[config.mk]
export PLATFORM = sky130hd
export DESIGN_NAME = restador_serial
export DESIGN_NICKNAME = d
export VERILOG_FILES = /design/src/rtl/restador_serial.sv
export SDC_FILE = /design/constraint.sdc
export NUM_CORES = 1
export LEC_CHECK = 0
export CAP_MARGIN = 25
export CORE_MARGIN = 4
export CORE_UTILIZATION = 40
export DETAILED_ROUTE_END_ITERATION = 7
export HOLD_SLACK_MARGIN = 0.06
export PLACE_DENSITY = 0.79
export SYNTH_ARGS = -nofsm -noshare
export SYNTH_HDL_FRONTEND = slang
export SYNTH_SLANG_ARGS = --single-unit
[constraint.sdc]
create_clock -name clk -period 4.3 [get_ports clk]
set_input_delay 0.43 -clock clk [delete_from_list [all_inputs] [get_ports clk]]
set_output_delay 0.43 -clock clk [all_outputs]
set_load 0.1 [all_outputs]
[src/rtl/restador_serial.sv]
// restador_serial: bit-serial subtractor, d = a - b - bi (mod 2^WIDTH), LSB first.
// It processes one bit per clock. Operands are latched on an accepted start,
// and done pulses for one cycle once the final bit and the borrow-out are written.
//
// Ports
//   clk       rising-edge clock
//   reset_L   asynchronous active-low reset
//   start     begin a subtraction (only sampled in IDLE)
//   a, b      minuend / subtrahend (WIDTH bits)
//   bi        borrow-in
//   busy      high in RUN and DONE
//   done      one-cycle pulse, d/bo valid
//   d, bo     difference and borrow-out; held until the next accepted start
//   pwr_cnt   saturating toggle count of the serial difference bit (PwrC != 0)
module restador_serial #(
   parameter int WIDTH = 8,
   parameter int PwrC  = 0
) (
   input  logic             clk,
   input  logic             reset_L,
   input  logic             start,
   input  logic [WIDTH-1:0] a,
   input  logic [WIDTH-1:0] b,
   input  logic             bi,
   output logic             busy,
   output logic             done,
   output logic [WIDTH-1:0] d,
   output logic             bo,
   output logic [15:0]      pwr_cnt
);

   localparam int IDXW = $clog2(WIDTH) + 1;

   typedef enum logic [1:0] {IDLE, RUN, DONE} state_t;

   state_t            state, state_nx;
   logic [WIDTH-1:0]  a_sh, b_sh;   // latched operands, shifted right each RUN edge
   logic              br;
   logic [IDXW-1:0]   idx;
   logic              diff_bit, br_nx, last_bit;
   logic              accept, run_en;

   assign diff_bit = a_sh[0] ^ b_sh[0] ^ br;
   assign br_nx    = (~a_sh[0] & b_sh[0]) | (~(a_sh[0] ^ b_sh[0]) & br);
   assign last_bit = (idx == IDXW'(WIDTH - 1));

   always_ff @(posedge clk or negedge reset_L) begin
      if (!reset_L) state <= IDLE;
      else          state <= state_nx;
   end

   always_comb begin
      state_nx = state;
      busy     = 1'b0;
      done     = 1'b0;
      accept   = 1'b0;
      run_en   = 1'b0;
      case (state)
         IDLE: begin
            if (start) begin
               accept   = 1'b1;
               state_nx = RUN;
            end
         end
         RUN: begin
            busy   = 1'b1;
            run_en = 1'b1;
            if (last_bit) state_nx = DONE;
         end
         DONE: begin
            busy     = 1'b1;
            done     = 1'b1;
            state_nx = IDLE;
         end
         default: state_nx = IDLE;
      endcase
   end

   always_ff @(posedge clk or negedge reset_L) begin
      if (!reset_L) begin
         a_sh <= '0;
         b_sh <= '0;
         br   <= 1'b0;
         idx  <= '0;
         d    <= '0;
         bo   <= 1'b0;
      end else if (accept) begin
         a_sh <= a;
         b_sh <= b;
         br   <= bi;
         idx  <= '0;
      end else if (run_en) begin
         a_sh <= a_sh >> 1;
         b_sh <= b_sh >> 1;
         br   <= br_nx;
         idx  <= idx + 1'b1;
         // Only the bit currently being produced is written; the rest of d holds.
         for (int j = 0; j < WIDTH; j++)
            if (idx == IDXW'(j)) d[j] <= diff_bit;
         if (last_bit) bo <= br_nx;
      end
   end

   generate
      if (PwrC != 0) begin : g_pwr
         logic prev_bit;
         // prev_bit is cleared on accept, so a leading 1 counts as a toggle.
         always_ff @(posedge clk or negedge reset_L) begin
            if (!reset_L) begin
               prev_bit <= 1'b0;
               pwr_cnt  <= '0;
            end else if (accept) begin
               prev_bit <= 1'b0;
            end else if (run_en) begin
               prev_bit <= diff_bit;
               if ((diff_bit != prev_bit) && (pwr_cnt != 16'hFFFF))
                  pwr_cnt <= pwr_cnt + 16'd1;
            end
         end
      end else begin : g_no_pwr
         assign pwr_cnt = '0;
      end
   endgenerate

endmodule

# Word level (Yosys, flattened, before mapping)
# Cells that the tools add are included.
# word_totals
reg_bits	32
latchBits	0
mem_bits_rw	0
rom_bits	0
out_inout_bits	27
wordCells	63
n_memories	0
# op_classes
addsub	1
multipliers	0
div_mod_pow	0
order_cmp	0
eq_ne	11
shift	0
muxes	16
n_bitwise	8
reduce_logical	13
# ops
operator	n
8-bit two-way mux	4
3-bit AND reduction	8
4-bit by 3-bit == test with 1-bit output, second input constant	4
4-bit by 2-bit == test with 1-bit output, second input constant	2
4-bit two-way mux	2
1-bit two-way mux	7
4-bit by 1-bit adder with 4-bit output, second input constant	1
4-bit by 1-bit == test with 1-bit output, second input constant	1
4-bit zero test	1
2-bit two-way mux	2
2-bit != test, second input constant	2
2-bit one-hot mux with 2 select lines	1
1-bit NOT	3
1-bit bitwise AND	2
2-bit by 1-bit == test with 1-bit output, second input constant	1
2-bit == test, second input constant	1
2-bit zero test	1
2-bit AND reduction	1
2-bit nonzero test	1
2-bit OR reduction	1
1-bit XOR	2
1-bit OR	1

# Depth between registers and ports, before layout
# logic_depth
word_depth	6
mapped_depth	7

# Worst setup path before layout
# OpenSTA, ideal clock, no wires.
# synth_path
kind	register -> output
startpoint	register state[0]
endpoint	output port busy
arrival_ps	1251
slack_ps	2619
stages_incl_launch_ff	3
path_cell_list	dfrtp_1 > inv_1 > ha_1
# synth_via
elab_chain_len	3
word_cells_on_any_way	4
cone_classes	eq/ne: 2; mux: 1; reduce/logical: 1
# synth_lines
item	line_no	rtl
start: declaration	36	state_t state, state_nx;
start signal: assignment	49	else state <= state_nx;
2-bit by 1-bit == test with 1-bit output / 2-bit == test (equally long branches)	58	case (state)
2-bit OR reduction (no line) *	--	
1-bit two-way mux *	58	
end: declaration	25	output logic busy,
# Every way passes the cells marked *; elsewhere a longest branch is shown, timed or not.

# Worst setup path after layout
# Ends and elaborated chain as after synthesis.

==> reports/qor.yml <==
status:
  status: "finished clean"
detailed_routing:
  firstDrtPassIters: 4
  post_drt_wl_per_cell_microns: 11.2
  drc: 0
  routed_wl_mm: 2.70
  ant_nets: 0
  via_per_inst: 4.49
  dr_total_vias: 1086
  dr.first_iter.drc_count: 52
global_routing:
  grt_max_degree: 40
  grt_antenna_before_repair: 0
  grt_usage: 0.108
  grt_pass1_vias: 976
  grt-ovfl-total: 0
  grt_pass1_wl_mm: 4.34
synth:
  yosys_warnings: 0
  synth_top_area_frac: 0.473
  synthTopCellsByArea: "dfrtp_1, mux2i_1, buf_4, ha_1, nand2_1"
  syn_inst: 159
  yosys.cell_types.count: 27
  avgSynthCellArea_sq_um: 10.7
  synth_seq_area_share: 0.473
  synth.largest_area_cell: "dfrtp_1"
  ys_ff_latch: 32
  netlist_area_sq_um: 1690
place:
  place_ws_ps: 2030
  placed_area_sq_um: 1980
  place.gp.congestion: 0.715
  place_hpwl_mm: 1.91
  port_buffers: 30
  placed_cells: 234
worst_setup_path:
  cp-end-kind: "output pin"
  critPathLaunchType: "flop"
  slowest_stage: "clkdlybuf4s50_1"
  slowest_delay_ps: 1120
  cp.arrival_ps: 2130
  cp_top_family: "buffers and inverters"
  cp.required_ps: 3870
  worstSetupPathType: "reg -> out"
  rr_startpoint: "state[1]$_DFFE_PN0P_"
  worst-path-buf-inv: 2
  path_cells: "inv_1 > ha_1 > clkdlybuf4s50_1"
  worst-path-max-fanout: 3
  crit_start: "state[0]$_DFFE_PN0P_"
die:
  start_util: 0.418
  coreArea_sq_um: 4060
  fp.dieW_microns: 73.1
  pin_count: 47
  die-area_sq_um: 5340
  fp.dieH_microns: 73.1
  fp-row-count: 23
layout:
  fillers: 366
  finish.net_count: 220
  diodes: 0
  layout.cells.non_filler: 242
  regArea_sq_um: 801
  final_util: 0.514
  design_area_sq_um: 2090
  final_layout_size_suffix_gt1_frac: 0.104
  mostFrequentLayoutCells: "dfrtp_1, clkdlybuf4s50_1, nand2_1, o21ai_0"
  multiInputGateArea_sq_um: 767
  final_common_cell: "dfrtp_1"
  syn_to_final_growth_pct: 23.2
pwr:
  power_density_nw_per_um2: 839
  pwr-share-clk: 0.158
  internal-power_mw: 0.915
  seq_power_share: 0.293
  switchingPower_mw: 0.835
  ir_drop_uv: 320
  power.leakage_nw: 0.980
  swShare: 0.477
  power_frac_comb: 0.549
hold_path:
  worstHoldPathType: "reg -> reg"
  holdCritStartpoint: "d[4]$_DFFE_PN0P_"
clock_tree:
  cts.sinks: 32
  cts_tree: "yes"
  cts.clk_slew.worst_paths_ps: 60
  ctsLongestPathBuffers: 2
  holdBufCountCts: 0
  root_buffer: "clkbuf_8"
  ctsHtreeMaxLevel: 2
  cts-buffers-inserted: 5
  clk_latency_ps: 280
  cts_resized: 0
  cts_setup_buffers: 0
sta:
  fin_ws_ps: 1740
  finalClockSkew_ps: 4.71
  slew_headroom: 0.354
  drv_slew: 0
  fin_crit_ps: 2560
  finalSetupViolCount: 0
  fmax_mhz: 391
  grt_setup_unrepaired: "no"
  fin_tns_setup_ps: 0
  min_period_over_period: 0.595
  worst_pin_slew_ps: 967
  final_hold_viol_count: 0
run:
  maxCapViolCount: 0
power by group through the flow:
stage | clock network, mW | registers, mW | logic [mW]
floorplan | 0 | 0.781 | 0.525
global placement | 0 | 0.515 | 0.953
detailed placement | 0 | 0.519 | 0.973
CTS | 0.284 | 0.514 | 0.974
global route | 0.299 | 0.531 | 1.04
finish | 0.276 | 0.513 | 0.962
synth_stat cells:
master and n:
a21oi_1 1, and2_1 1, and3b_2 1, buf_2 5
buf_4 17, clkbuf_1 1, conb_1 1, dfrtp_1 32
fa_1 1, ha_1 8, inv_1 7, mux2_1 3
mux2_2 6, mux2_4 1, mux2i_1 16, nand2_1 25
nand2b_1 2, nand3b_1 1, nand3b_2 1, nand4_1 1
nor2_1 4, nor2b_1 1, nor3b_2 1, o21a_1 1
o21ai_0 18, xnor2_1 1, xor2_1 2
layout make-up:
class	instances	share of cell area
timing repair buffer	33	0.155
clock buffer	6	0.0348
clock inverter	2	0.0168
sequential	32	0.384
tap	50	0.0300
inverter	7	0.0126
multi-input combinational	112	0.368
worst reg2reg max path: stages, from the launching register on:
cell and delay, ps:
dfrtp_1 380, inv_1 110, ha_1 150, buf_4 320
nor3b_2 350, nand2_1 100, mux2_2 280
metrics by stage:
step,hold slack (ps),total power [mW]
6_report,487,1.75
5_1_grt,505,1.86
4_1_cts,495,1.77
3_5_place_dp,481,1.49
3_3_place_gp,472,1.47
2_1_floorplan,134,1.31
worst paths after layout:
| kind | end | slack (ps) | depth (start not counted) |
|---|---|---|---|
| setup reg to reg | d[0]$_DFFE_PN0P_ | 2490 | 6 |
| min in group asynchronous | b_sh[1]$_DFFE_PN0P_ | 560 | 2 |
| setup / recovery | busy | 1740 | 3 |
| max in group asynchronous | d[7]$_DFFE_PN0P_ | 3460 | 2 |
| hold reg to reg | d[4]$_DFFE_PN0P_ | 490 | 1 |
| hold / removal | d[4]$_DFFE_PN0P_ | 490 | 1 |
routing by layer:
layer / part of all wire / up-vias / global-route usage / wire (microns)
met1: 0.44 / 498 / 0.128 / 1190
met5: 0 / - / 0 / 0
met2: 0.47 / 34 / 0.174 / 1280
met4: 0.0085 / 0 / 0.0369 / 23
met3: 0.079 / 5 / 0.0496 / 213
li1: - / 549 / - / -
kinds of logic after synthesis:
logic type	count (synthesis)	share of synthesized area
AOI/OAI and AO/OA	20	0.0606
xor gates and xnor gates	3	0.0155
adders and majority gates	9	0.0709
buffers and inverters	30	0.108
DFF	32	0.473
muxes	26	0.163
other	1	0.00221
and+or+nand+nor	38	0.107
sequential cells by signal, indices dropped and copies added (netlist names):
name and count:
a_sh 8, b_sh 8, bo 1, br 1
d 8, idx 4, state 2
Note: power is estimated with default switching activity, not from simulation.
